--- config.mk ---
export PLATFORM = sky130hd
export DESIGN_NAME = pc_gen
export DESIGN_NICKNAME = d
export VERILOG_FILES = /design/src/rtl/pc_pkg.sv /design/src/rtl/pc_ras.sv /design/src/rtl/pc_gen.sv
export SDC_FILE = /design/constraint.sdc
export NUM_CORES = 1
export LEC_CHECK = 0
export CAP_MARGIN = 0
export CORE_UTILIZATION = 30
export DETAILED_ROUTE_END_ITERATION = 8
export PLACE_DENSITY = 0.76
export SLEW_MARGIN = 20
export SYNTH_ARGS = -nofsm -noshare
export SYNTH_HDL_FRONTEND = slang
export SYNTH_SLANG_ARGS = --single-unit
--- constraint.sdc ---
create_clock -name clk -period 2.89 [get_ports clk]
set_input_delay 0.867 -clock clk [delete_from_list [all_inputs] [get_ports clk]]
set_output_delay 0.867 -clock clk [all_outputs]
set_load 0.02 [all_outputs]
--- src/rtl/pc_pkg.sv ---
// pc_pkg -- shared definitions for the program-counter generator.
//   pc_state_e     : FSM state type (ST_RUN, ST_HALT)
//   ALIGN_MASK     : PC bits that must be zero for a legal target
//   is_misaligned  : helper that applies ALIGN_MASK to a target's low bits
package pc_pkg;

   typedef enum logic {
      ST_RUN  = 1'b0,
      ST_HALT = 1'b1
   } pc_state_e;

   localparam logic [1:0] ALIGN_MASK = 2'b11;

   function automatic logic is_misaligned(input logic [1:0] lsb);
      return |(lsb & ALIGN_MASK);
   endfunction

endpackage

--- src/rtl/pc_ras.sv ---
// pc_ras -- circular return-address stack.
//   clk, rst   : clock, synchronous active-high reset (clears count/pointer)
//   push       : write push_data as the new top
//   pop        : discard the top (ignored when empty)
//   push_data  : value written on push
//   top        : current top entry (combinational)
//   empty      : stack holds no entries
//   count      : number of valid entries, saturates at DEPTH
// push+pop on a non-empty stack replaces the top in place (count unchanged);
// push+pop on an empty stack behaves as a plain push.
// DEPTH must be a power of two, at least 2, so the pointer wraps naturally.
module pc_ras #(
   parameter int XLEN  = 32,
   parameter int DEPTH = 4,
   localparam int PTR_W = (DEPTH > 1) ? $clog2(DEPTH) : 1,
   localparam int CNT_W = $clog2(DEPTH + 1)
) (
   input  logic             clk,
   input  logic             rst,
   input  logic             push,
   input  logic             pop,
   input  logic [XLEN-1:0]  push_data,
   output logic [XLEN-1:0]  top,
   output logic             empty,
   output logic [CNT_W-1:0] count
);

   logic [XLEN-1:0]  mem_q [DEPTH];
   logic [PTR_W-1:0] ptr_q, ptr_d;
   logic [CNT_W-1:0] cnt_q, cnt_d;
   logic             wr_en;
   logic [PTR_W-1:0] wr_idx;

   always_comb begin
      ptr_d  = ptr_q;
      cnt_d  = cnt_q;
      wr_en  = 1'b0;
      wr_idx = ptr_q;
      if (push && pop && (cnt_q != '0)) begin
         // replace top in place
         wr_en = 1'b1;
      end else if (push) begin
         // on a full stack the pointer wraps onto the oldest entry
         wr_en  = 1'b1;
         wr_idx = ptr_q + 1'b1;
         ptr_d  = ptr_q + 1'b1;
         if (cnt_q != CNT_W'(DEPTH)) begin
            cnt_d = cnt_q + 1'b1;
         end
      end else if (pop && (cnt_q != '0)) begin
         ptr_d = ptr_q - 1'b1;
         cnt_d = cnt_q - 1'b1;
      end
   end

   always_ff @(posedge clk) begin
      if (rst) begin
         ptr_q <= '0;
         cnt_q <= '0;
      end else begin
         ptr_q <= ptr_d;
         cnt_q <= cnt_d;
      end
   end

   // entry contents need no reset: count gates their visibility
   always_ff @(posedge clk) begin
      if (wr_en) begin
         mem_q[wr_idx] <= push_data;
      end
   end

   assign top   = mem_q[ptr_q];
   assign empty = (cnt_q == '0);
   assign count = cnt_q;

endmodule

--- src/rtl/pc_gen.sv ---
// pc_gen -- program-counter generator with source select, optional return
// stack and a sticky halt on misaligned targets.
//   clk, rst   : clock, synchronous active-high reset (wins over everything)
//   stall      : hold all state this cycle
//   select     : next-PC source index; out-of-range picks pc_plus4
//   src        : NSRC flattened XLEN-bit sources, source i at [i*XLEN +: XLEN]
//   ras_push   : push pc_plus4 onto the return stack
//   ras_pop    : redirect to the return-stack top (pc_plus4 when empty)
//   pc         : registered PC
//   pc_plus4   : pc + 4, wraps modulo 2^XLEN
//   halted     : FSM is in HALT
//   misalign   : sticky misaligned-target flag
//   ras_empty  : return stack holds no entries (always 1 without the stack)
// Build option: define PC_RAS_EN to include the return stack (pc_ras).
module pc_gen #(
   parameter int              XLEN      = 32,
   parameter int              NSRC      = 4,
   parameter logic [XLEN-1:0] RESET_VEC = '0,
   parameter int              RAS_DEPTH = 4,
   localparam int             SEL_W     = $clog2(NSRC)
) (
   input  logic                 clk,
   input  logic                 rst,
   input  logic                 stall,
   input  logic [SEL_W-1:0]     select,
   input  logic [NSRC*XLEN-1:0] src,
   input  logic                 ras_push,
   input  logic                 ras_pop,
   output logic [XLEN-1:0]      pc,
   output logic [XLEN-1:0]      pc_plus4,
   output logic                 halted,
   output logic                 misalign,
   output logic                 ras_empty
);
   import pc_pkg::*;

   logic [XLEN-1:0] pc_q, pc_d;
   pc_state_e       state_q, state_d;
   logic            misalign_q, misalign_d;

   logic [XLEN-1:0] src_arr [NSRC];
   logic [XLEN-1:0] sel_val;
   logic [XLEN-1:0] cand;

   logic [XLEN-1:0] ras_top;
   logic            ras_empty_w;
   logic            push_req, pop_req;
   logic            ras_push_en, ras_pop_en;

   generate
      for (genvar gi = 0; gi < NSRC; gi++) begin : g_src
         assign src_arr[gi] = src[gi*XLEN +: XLEN];
      end
   endgenerate

   assign pc_plus4 = pc_q + XLEN'(4);

   // select values with no matching source fall through to pc_plus4
   always_comb begin
      sel_val = pc_plus4;
      for (int i = 0; i < NSRC; i++) begin
         if (select == SEL_W'(i)) begin
            sel_val = src_arr[i];
         end
      end
   end

`ifdef PC_RAS_EN
   logic [$clog2(RAS_DEPTH+1)-1:0] ras_count_unused;

   pc_ras #(
      .XLEN  (XLEN),
      .DEPTH (RAS_DEPTH)
   ) u_ras (
      .clk       (clk),
      .rst       (rst),
      .push      (ras_push_en),
      .pop       (ras_pop_en),
      .push_data (pc_plus4),
      .top       (ras_top),
      .empty     (ras_empty_w),
      .count     (ras_count_unused)
   );

   assign push_req = ras_push;
   assign pop_req  = ras_pop;
`else
   logic unused_ras;

   assign ras_top     = '0;
   assign ras_empty_w = 1'b1;
   assign push_req    = 1'b0;
   assign pop_req     = 1'b0;
   assign unused_ras  = ^{ras_push, ras_pop, ras_push_en, ras_pop_en};
`endif

   always_comb begin
      state_d     = state_q;
      pc_d        = pc_q;
      misalign_d  = misalign_q;
      ras_push_en = 1'b0;
      ras_pop_en  = 1'b0;
      cand        = sel_val;
      if (pop_req) begin
         cand = ras_empty_w ? pc_plus4 : ras_top;
      end
      if ((state_q == ST_RUN) && !stall) begin
         if (is_misaligned(cand[1:0])) begin
            // the stack is left untouched on the way into HALT
            state_d    = ST_HALT;
            misalign_d = 1'b1;
         end else begin
            pc_d        = cand;
            ras_push_en = push_req;
            ras_pop_en  = pop_req;
         end
      end
   end

   always_ff @(posedge clk) begin
      if (rst) begin
         pc_q       <= RESET_VEC;
         state_q    <= ST_RUN;
         misalign_q <= 1'b0;
      end else begin
         pc_q       <= pc_d;
         state_q    <= state_d;
         misalign_q <= misalign_d;
      end
   end

   assign pc        = pc_q;
   assign halted    = (state_q == ST_HALT);
   assign misalign  = misalign_q;
   assign ras_empty = ras_empty_w;

endmodule

# Yosys cells after proc, flatten, opt, wreduce, memory -nomap -nowiden
# Index checks and enable logic that the tools add are counted.
[totals]
ff_bits = 33
in_bits = 135
output_inout_bits = 67
elab_cells = 18
[op_classes]
add_sub_neg = 1
n_eq_ne = 3
n_mux = 4
n_bitwise = 2
n_reduce_logical = 6
[ops]
columns = ["cell", "count"]
rows = [
  ["two-way mux 32 bit", 4],
  ["adder 32 x 3 -> 32 bit (second input constant)", 1],
  ["equality test 2 bit (second input constant)", 2],
  ["AND reduction 2 bit", 2],
  ["equality test 2 x 1 -> 1 bit (second input constant)", 1],
  ["zero test 2 bit", 1],
  ["inverter 1 bit", 2],
  ["OR reduction 2 bit", 1],
  ["logical AND 1 bit", 1],
  ["zero test 1 bit", 1],
]

# Depth between registers and ports, before layout
[depth]
depth_word = 8
depth_mapped = 6

# Worst setup path after synthesis
# OpenSTA, ideal clock, no wires.
[synth_path]
path_type = "register to output"
from = "register pc_q[2] (netlist: pc[2])"
to = "output pc_plus4[26]"
arrival_ns = 1.902
required_ns = 2.023
setup_slack_ns = 0.121
path_stages_with_launch = 6
n_path_buf = 0
cell_sequence = "dfxtp_1 ha_1 and4_1 nand4_1 nor4_1 xor2_1"
[synth_via]
elab_chain_cells = 1
[synth_rtl]
columns = ["element", "line_no", "source"]
rows = [
  ["start: declaration", "pc_gen.sv:37", "logic [XLEN-1:0] pc_q, pc_d;"],
  ["start signal: assignment", "pc_gen.sv:126", "pc_q <= pc_d;"],
  ["adder 32 x 3 -> 32 bit", "pc_gen.sv:56", "assign pc_plus4 = pc_q + XLEN'(4);"],
  ["end: declaration", "pc_gen.sv:30", "output logic [XLEN-1:0] pc_plus4,"],
]
# Every way passes these cells.

# Worst setup path after layout
[layout_path]
from = "register pc_q[19] (netlist: pc[19])"
to = "output pc_plus4[29]"
# The elaborated chain is that of the path after synthesis.

==> qor.yml <==
ant_nets: 0
setup-tns-final_ns: 0
diodes: 0
initial_core_util_pct: 31.1
io_buffers: 198
layout-drive-gt1-share_pct: 23.0
vdd_ir_drop_max_mv: 0.189
syn_nets: 376
cts_buffers: 5
sequential_group_share_of_total_power_pct: 35.4
ys.flop_type: "sky130_fd_sc_hd__dfxtp_1"
synth.most_common_cell: "sky130_fd_sc_hd__nor2_1"
area.sequential_sq_um: 661
drt_pass1_iterations: 4
maxClockFrequency_mhz: 363
yosys-top-cells-count: "39 x sky130_fd_sc_hd__nor2_1, 33 x sky130_fd_sc_hd__dfxtp_1, 30 x sky130_fd_sc_hd__mux2i_1, 30 x sky130_fd_sc_hd__mux4_2"
crit_slowest_cell: "sky130_fd_sc_hd__or2_4"
crit_path_end: "pc_plus4[29]"
place.detailed.hpwl_um: 7240
depth_of_the_most_critical_reg_to_reg_path: 5
cap_violations: 0
skew_ns: 0.00467
syn_inst: 240
cts.clk_slew.worst_paths_ns: 0.07
synth.yosys.warnings: 0
synth.top_cells.by_area: "sky130_fd_sc_hd__mux4_2 26%, sky130_fd_sc_hd__dfxtp_1 26%, sky130_fd_sc_hd__mux2i_1 12%, sky130_fd_sc_hd__nor2_1 5.7%, sky130_fd_sc_hd__xnor2_1 4.8%"
rr_endpoint: "pc[23]"
number_of_flip_flops_and_latches_in_the_synthesized_netlist: 33
ff2ff_setup_slack_ns: 1.66
grt_setup_unrepaired: "yes"
placed_cells_incl_taps: 562
crit_type: "reg -> out"
leakagePower_nw: 2.18
p_comb_share_pct: 37.1
synth_area_leader_cell: "sky130_fd_sc_hd__mux4_2"
power.density_cell_area_nw_per_um2: 278
clock_latency_ns: 0.28
finalHoldViolations: 0
synth_top_cell_area_share_pct: 26.4
detail_route.iter0.violations: 30
multiInputGateArea_sq_um: 1800
swShare_pct: 26.0
post_synth_edffs: 0
design.final.nets: 600
cts_max_level: 2
setup.worst_path.end_class: "output pin"
largest_stage_delay_on_the_critical_path_ns: 0.36
maximum_fanout_count_along_the_critical_path: 9
timing.slew.headroom_pct: 59.3
synth.yosys.seq_area_share_pct: 25.8
cp.buffers_inverters: 1
internal_dissipation_mw: 1.01
worstReg2RegStart: "misalign"
grt_pass1_wl_um: 13200
ys_types: 29
outcome: "finished, final reports clean"
synthesis.area_per_instance_sq_um: 10.7
netlist_area_sq_um: 2560
setup_violations: 0
grt_start_max_net_pins: 33
die_x_um: 94.4
fin_crit_sh_pct: 95.2
die_y_um: 94.4
remaining_drc_errors: 0
detailroute.via_count: 2774
finalWorstPathRequiredPeriod_ns: 2.75
clock-sinks: 33
cp.arrival_ns: 1.88
power.switching_uw: 356
num_io_pins: 202
crit_path_cell_trace: "nand4_1, or2_4, nor4_2, xor2_1, clkdlybuf4s15_2"
fillers: 714
critPathTopFamily: "simple AND/OR/NAND/NOR gates"
core_area_sq_um: 8220
num_rows: 33
min_path_type: "reg -> reg"
detail_route.wl_per_cell_um: 15.2
cts_root_buffer: "sky130_fd_sc_hd__clkbuf_8"
worst-slew-pin-transition_ns: 0.606
critical_path.startpoint_type: "flop"
die-area_sq_um: 8900
grt_util_all_layers_pct: 19.4
drt_wl_total_um: 8680
cp.required_ns: 2.02
vias_in_the_first_global_route: 2815
cp.depth: 5
slew_violations: 0
clk_path_buf_depth: 2
ys_async_sr_fraction_pct: 0
number_of_antenna_violations_at_the_first_check_in_global_routing: 0
cts_tree: "done"
critPathLaunch: "pc[19]"
avgViaCountPerCell: 4.87
gp_congestion: 0.724
final-instance-count-excl-fill: 570
pwr-share-clk_pct: 27.5
post-cts-setup-buffer-count: 0
area_added_between_synthesis_and_finish_pct: 92.8
overflow: 0
[layout by cell type (no fill, tap or decap), types with 3 or more instances in the layout]
| cell | count |
|---|---|
| sky130_fd_sc_hd__clkdlybuf4s50_1 | 171 |
| sky130_fd_sc_hd__nor2_1 | 39 |
| sky130_fd_sc_hd__buf_4 | 37 |
| sky130_fd_sc_hd__dfxtp_1 | 33 |
| sky130_fd_sc_hd__mux4_2 | 30 |
| sky130_fd_sc_hd__mux2i_1 | 30 |
| sky130_fd_sc_hd__xnor2_1 | 14 |
| sky130_fd_sc_hd__xor2_1 | 14 |
| sky130_fd_sc_hd__clkbuf_2 | 11 |
| sky130_fd_sc_hd__nand2_1 | 9 |
| sky130_fd_sc_hd__nand4_1 | 8 |
| sky130_fd_sc_hd__nand3_1 | 8 |
| sky130_fd_sc_hd__clkbuf_8 | 7 |
| sky130_fd_sc_hd__dlygate4sd2_1 | 7 |
| sky130_fd_sc_hd__inv_1 | 6 |
| sky130_fd_sc_hd__buf_2 | 5 |
| sky130_fd_sc_hd__nor4_2 | 4 |
| sky130_fd_sc_hd__and4_1 | 3 |
[power by group through the flow]
stage                     Sequential (mW)  Combinational [mW]  Clock (mW)
final                               0.485               0.509       0.377
after global routing                0.487               0.541       0.414
after CTS                           0.485               0.516       0.393
after detailed placement            0.495               0.523           0
after global placement              0.494               0.513           0
after floorplan                     0.525               0.192           0
[how the worst min path moves through the flow]
stage / startpoint / to / slack, ns / depth (start not counted)
5_1_grt: pc[0] / pc[0] / 0.54 / 1
6_report: pc[0] / pc[0] / 0.52 / 1
3_5_place_dp: pc[0] / pc[0] / 0.52 / 1
3_3_place_gp: pc[1] / pc[1] / 0.51 / 1
4_1_cts: misalign / misalign / 0.53 / 2
2_1_floorplan: misalign / misalign / 0.59 / 2
[kinds of logic after synthesis]
| group | Yosys count | share of synthesized area [%] |
|---|---|---|
| adder cells (fa/ha/maj) | 1 | 0.489 |
| XOR/XNOR | 28 | 9.58 |
| multiplexers | 60 | 38.1 |
| buffers and inverters | 26 | 5.87 |
| other | 1 | 0.147 |
| AO/OA/AOI/OAI | 2 | 1.27 |
| flip-flops | 33 | 25.8 |
| AND/OR/NAND/NOR | 89 | 18.7 |
[repair_timing]
item                       4_1_cts  5_1_grt
hold buffers                     0        0
gates resized for setup         33       37
setup endpoints to repair       23       18
[per-stage QoR]
| stage | utilization (%) | power, mW | setup slack, ns | instance area, sq um | hold WS (ns) |
|---|---|---|---|---|---|
| floorplan | - | 0.717 | 0.121 | 2560 | 0.593 |
| global placement | 59.1 | 1.01 | -0.000137 | 4850 | 0.506 |
| detailed placement | 59.1 | 1.02 | -0.0157 | 4850 | 0.518 |
| CTS | 60.2 | 1.39 | 0.00902 | 4950 | 0.532 |
| global route | 60.0 | 1.44 | -0.0110 | 4930 | 0.544 |
| finish | 60.0 | 1.37 | 0.138 | 4930 | 0.523 |
[area by class of cell]
class	count	share of cell area [%]
timing repair buffer	237	44.9
multi-input combinational	181	36.5
sequential	33	13.4
tap	105	2.66
clock buffer	7	1.95
inverter	6	0.457
clock inverter	1	0.101
[metal layers]
metal | up-vias | wire (um) | global-route usage (%)
met5 | - | 0 | 0
met4 | 0 | 171 | 6.67
met3 | 17 | 591 | 4.43
met2 | 125 | 4680 | 36.8
met1 | 1299 | 3240 | 20.9
li1 | 1333 | - | -
[flip-flops by register name, summed over array words and instances, names as in the netlist]
name,cells
pc,32
misalign,1
(Power assumes the default switching activity.)
